[src/rtl/gcd_pkg.sv]
// Shared types and mux-select encodings for the 4-bit GCD controller and datapath.
package gcd_pkg;

  // Controller state encoding; CLEAR is the reset state.
  typedef enum logic [1:0] {
    CLEAR = 2'd0,
    IDLE  = 2'd1,
    CALC  = 2'd2,
    DONE  = 2'd3
  } gcd_state_e;

  // A-register input mux selects.
  localparam logic [1:0] A_SEL_OPA  = 2'd0;
  localparam logic [1:0] A_SEL_B    = 2'd1;
  localparam logic [1:0] A_SEL_SUB  = 2'd2;
  localparam logic [1:0] A_SEL_ZERO = 2'd3;

  // B-register input mux selects.
  localparam logic B_SEL_OPB = 1'b0;
  localparam logic B_SEL_A   = 1'b1;

endpackage

[src/rtl/gcd_iter_cnt.sv]
// Saturating iteration counter: synchronous clear has priority over increment,
// and the count sticks at all-ones instead of wrapping.
module gcd_iter_cnt #(
  parameter int CNT_W = 5
) (
  input  logic             clk_i,
  input  logic             rst_i,
  input  logic             clr,
  input  logic             inc,
  output logic [CNT_W-1:0] cnt
);

  // Clear on a new job, otherwise count up until saturated.
  always_ff @(posedge clk_i or posedge rst_i) begin
    // NOTE: registers are updated with <= so every flop samples pre-edge values.
    if (rst_i) begin
      cnt <= '0;
    end else if (clr) begin
      cnt <= '0;
    end else if (inc && (cnt != '1)) begin
      cnt <= cnt + CNT_W'(1);
    end
  end

endmodule

[src/rtl/gcd_control.sv]
// Sequencing FSM for the 4-bit GCD datapath. Runs Euclid's algorithm by
// repeated subtract/swap, with valid/ready handshakes for operand load and
// result delivery, and counts CALC cycles per job.
module gcd_control
  import gcd_pkg::*;
#(
  parameter int CNT_W = 5
) (
  input  logic             clk_i,
  input  logic             rst_i,
  input  logic             req_val_i,
  output logic             req_rdy_o,
  output logic             resp_val_o,
  input  logic             resp_rdy_i,
  input  logic             b_zero_i,
  input  logic             a_lt_b_i,
  output logic [1:0]       a_mux_sel_o,
  output logic             b_mux_sel_o,
  output logic             a_en_o,
  output logic             b_en_o,
  output logic             busy_o,
  output logic [CNT_W-1:0] cycles_o
);

  gcd_state_e state;
  logic       cnt_clr;
  logic       cnt_inc;

  // State register: CLEAR while reset is held and for one cycle after release.
  always_ff @(posedge clk_i or posedge rst_i) begin
    if (rst_i) begin
      state <= CLEAR;
    end else begin
      case (state)
        CLEAR: state <= IDLE;
        IDLE:  if (req_val_i) state <= CALC;
        CALC:  if (!a_lt_b_i && b_zero_i) state <= DONE;
        DONE:  if (resp_rdy_i) state <= IDLE;
        default: state <= CLEAR;
      endcase
    end
  end

  // Output decode: handshakes from state only, datapath controls may also use status in CALC.
  always_comb begin
    // NOTE: every output gets a default first so no path leaves one unassigned (no latches).
    req_rdy_o   = (state == IDLE);
    resp_val_o  = (state == DONE);
    busy_o      = (state != IDLE);
    a_mux_sel_o = A_SEL_OPA;
    b_mux_sel_o = B_SEL_OPB;
    a_en_o      = 1'b0;
    b_en_o      = 1'b0;
    case (state)
      CLEAR: begin
        a_mux_sel_o = A_SEL_ZERO;
        a_en_o      = 1'b1;
      end
      IDLE: begin
        if (req_val_i) begin
          a_en_o = 1'b1;
          b_en_o = 1'b1;
        end
      end
      CALC: begin
        if (a_lt_b_i) begin
          a_mux_sel_o = A_SEL_B;
          b_mux_sel_o = B_SEL_A;
          a_en_o      = 1'b1;
          b_en_o      = 1'b1;
        end else if (!b_zero_i) begin
          a_mux_sel_o = A_SEL_SUB;
          a_en_o      = 1'b1;
        end
      end
      default: ;
    endcase
  end

  // Counter is cleared on accept and counts every CALC cycle, including the last.
  assign cnt_clr = (state == IDLE) && req_val_i;
  assign cnt_inc = (state == CALC);

  gcd_iter_cnt #(
    .CNT_W(CNT_W)
  ) u_iter_cnt (
    .clk_i (clk_i),
    .rst_i (rst_i),
    .clr   (cnt_clr),
    .inc   (cnt_inc),
    .cnt   (cycles_o)
  );

endmodule
[config.mk]
export PLATFORM = sky130hd
export DESIGN_NAME = gcd_control
export DESIGN_NICKNAME = d
export VERILOG_FILES = /design/src/rtl/gcd_pkg.sv /design/src/rtl/gcd_iter_cnt.sv /design/src/rtl/gcd_control.sv
export SDC_FILE = /design/constraint.sdc
export NUM_CORES = 1
export LEC_CHECK = 0
export ABC_CLOCK_PERIOD_IN_PS = 3600
export BUFFER_PORTS_ARGS = -buffer_cell sky130_fd_sc_hd__buf_4
export CORE_MARGIN = 1
export CORE_UTILIZATION = 34
export DETAILED_ROUTE_END_ITERATION = 7
export GPL_TIMING_DRIVEN = 1
export SLEW_MARGIN = 20
export SYNTH_ARGS = -nofsm -noshare
export SYNTH_HDL_FRONTEND = slang
export SYNTH_HIERARCHICAL = 1
export SYNTH_SLANG_ARGS = --single-unit
[constraint.sdc]
create_clock -name clk_i -period 3.6 [get_ports clk_i]
set_input_delay 0.72 -clock clk_i [delete_from_list [all_inputs] [get_ports clk_i]]
set_output_delay 0.72 -clock clk_i [all_outputs]
set_load 0.02 [all_outputs]
==> flow_summary.yaml <==
placement:
  dp_slack_ns: 1.39
  gp_congestion: 0.684
  io_buffers: 18
  place_inst: 84
  place_hpwl_um: 758
clocking:
  htree_num_levels: 1
  cts_sinks: 7
  tritoncts: "done"
  cts.clk_slew.worst_paths_ns: 0.06
  postCtsResizedCells: 0
  cts_setup_buffers: 0
  clk_latency_ns: 0.25
  max-clock-path-buffers: 2
  cts_root_buffer: "clkbuf_4"
  hold_buffers: 0
  cts_buffers: 3
power:
  ir_drop_mv: 0.374
  p_total_w: 0.000558
  p_leak_nw: 0.384
  p_per_area_mw_per_mm2: 818
synthesis:
  ys_ff_latch: 7
  seq_area_frac_synth: 0.350
  synthTopCellsByArea: "dfrtp_1 (35%), ha_1 (18%), nand2b_4 (5.5%), inv_1 (5.3%), a21oi_1 (3.0%)"
  synthesis.nets: 64
  ys_types: 25
  netlist_area_um2: 500
  avgSynthCellArea_um2: 9.81
  yosysWarnings: 6
  syn_inst: 51
  synth_top_area_frac: 0.350
  synth_top_area_cell: "dfrtp_1"
sta:
  grt_setup_unrepaired: "false"
  maxSlewHeadroom: 0.684
  tightest_slew_ns: 0.474
  drv_slew: 0
  finalSetupTns_ns: 0
  finalClockSkew_ns: 0.00269
  whs_ns: 0.321
  fin_crit_ns: 2.44
  worst_slack_ns: 1.16
  setup_viol: 0
  fin_crit_sh: 0.677
  hold_viol_final: 0
  clock.fmax_mhz: 410
setup_path:
  arrival_ns: 1.72
  crit_path_start_kind: "flop"
  critPathKind: "reg2out"
  cp.required_ns: 2.88
  cp_max_fo: 7
  endpoint_kind: "primary output"
finish:
  fin_cells: 88
  final_cell_mix: "buf_4 (18), inv_1 (7), ha_1 (7), dfrtp_1 (7), nand2_1 (4)"
  layout_commonest_cell: "buf_4"
  n_antenna_cell: 0
  nets: 87
  layout-drive-gt1-share: 0.384
  syn_to_final_growth_pct: 36.3
die:
  row_count: 13
  fp.dieW_um: 40.4
  top_level_ports: 19
  start_util: 0.375
  coreArea_mm2: 0.00133
  die_y_um: 40.4
  die_area_mm2: 0.00163
detailed_routing:
  ant_nets: 0
  viasPerCell: 4.59
  drt_iter0_drc: 4
  post_drt_wl_per_cell_um: 11.1
  vias: 404
  routed_wl_um: 975
  drtPass1Iterations: 4
  drc: 0
grt:
  grt_pass1_vias: 330
  use_met2: 0.175
  globalRouteMet3Util: 0.0833
  grt.busiest_layer: "met1"
  use_met1: 0.177
  antenna_found_initial: 0
  grt_max_degree: 8
  track_usage: 0.131
  overflow: 0
  grt_pass1_wl_um: 1350
min_path:
  hold_path.class: "in2async"
flow_run:
  maxCapViolCount: 0
status:
  status: "finished clean"
## state kept, by name (all words and copies together), names as in the netlist
| signal | count |
|---|---|
| u_iter_cnt/cnt | 5 |
| state | 2 |
## report_power, final
part / internal, W / total [W] / switching (W)
clock network: 0.0000407 / 0.0000716 / 0.0000310
logic: 0.000158 / 0.000351 / 0.000193
registers: 0.000106 / 0.000135 / 0.0000295
total: 0.000304 / 0.000558 / 0.000253
## cell usage after synthesis (all sizes together)
master	n
xnor2	1
nand3	1
and4bb	1
mux2i	1
nand3b	1
and2b	1
nand2b	2
and2	2
inv	7
dfrtp	7
a21oi	3
nand2	4
and3	1
a222oi	1
mux2	1
xor2	1
a21o	1
a211oi	1
ha	7
nor2	3
or3	1
o21a	1
or2	1
o21ai	1
## final timing paths
kind	from	to	slack [ns]	cells after the start
setup reg to reg	u_iter_cnt/cnt[0]	u_iter_cnt/cnt[3]	1.84	6
max in group asynchronous	rst_i	u_iter_cnt/cnt[3]	3.05	2
min in group clk_i	u_iter_cnt/cnt[4]	u_iter_cnt/cnt[4]	0.55	2
hold reg to reg	u_iter_cnt/cnt[4]	u_iter_cnt/cnt[4]	0.55	2
setup / recovery	state[0]	a_mux_sel_o[1]	1.16	5
hold / removal	rst_i	state[0]	0.32	2
## kinds of logic (layout without fill, tap and decap cells)
family / Yosys count / count (layout) / share of synthesized area
xor+xnor: 2 / 2 / 0.0350
mux: 2 / 2 / 0.0425
compound gates: 8 / 8 / 0.105
flops: 7 / 7 / 0.350
simple gates: 18 / 18 / 0.240
buf+inv: 7 / 29 / 0.0525
fa+ha+maj: 7 / 7 / 0.175
## through the flow
| step | util | cell area [µm²] |
|---|---|---|
| after floorplan | - | 500 |
| after global placement | 0.491 | 654 |
| after detailed placement | 0.491 | 654 |
| after CTS | 0.511 | 682 |
| after global routing | 0.511 | 682 |
| final | 0.511 | 682 |
## routing by layer
metal / up-vias / wire length (µm)
met5: - / 0
met4: 0 / 0
met2: 11 / 443
li1: 214 / -
met1: 179 / 468
met3: 0 / 62
## critical path: stages (launching register included)
cell	delay (ns)
dfrtp_1	0.38
inv_1	0.10
ha_1	0.31
and4bb_2	0.25
or2_2	0.27
buf_4	0.16
## layout make-up
cell class / instances / area [µm²]
Sequential cell: 7 / 175
Inverter: 7 / 26.3
Tap cell: 15 / 18.8
Timing Repair Buffer: 18 / 135
Clock buffer: 3 / 22.5
Fill cell: 141 / 652
Multi-Input combinational cell: 37 / 299
Clock inverter: 1 / 5.00
Note: power is estimated with default switching activity, not from simulation.
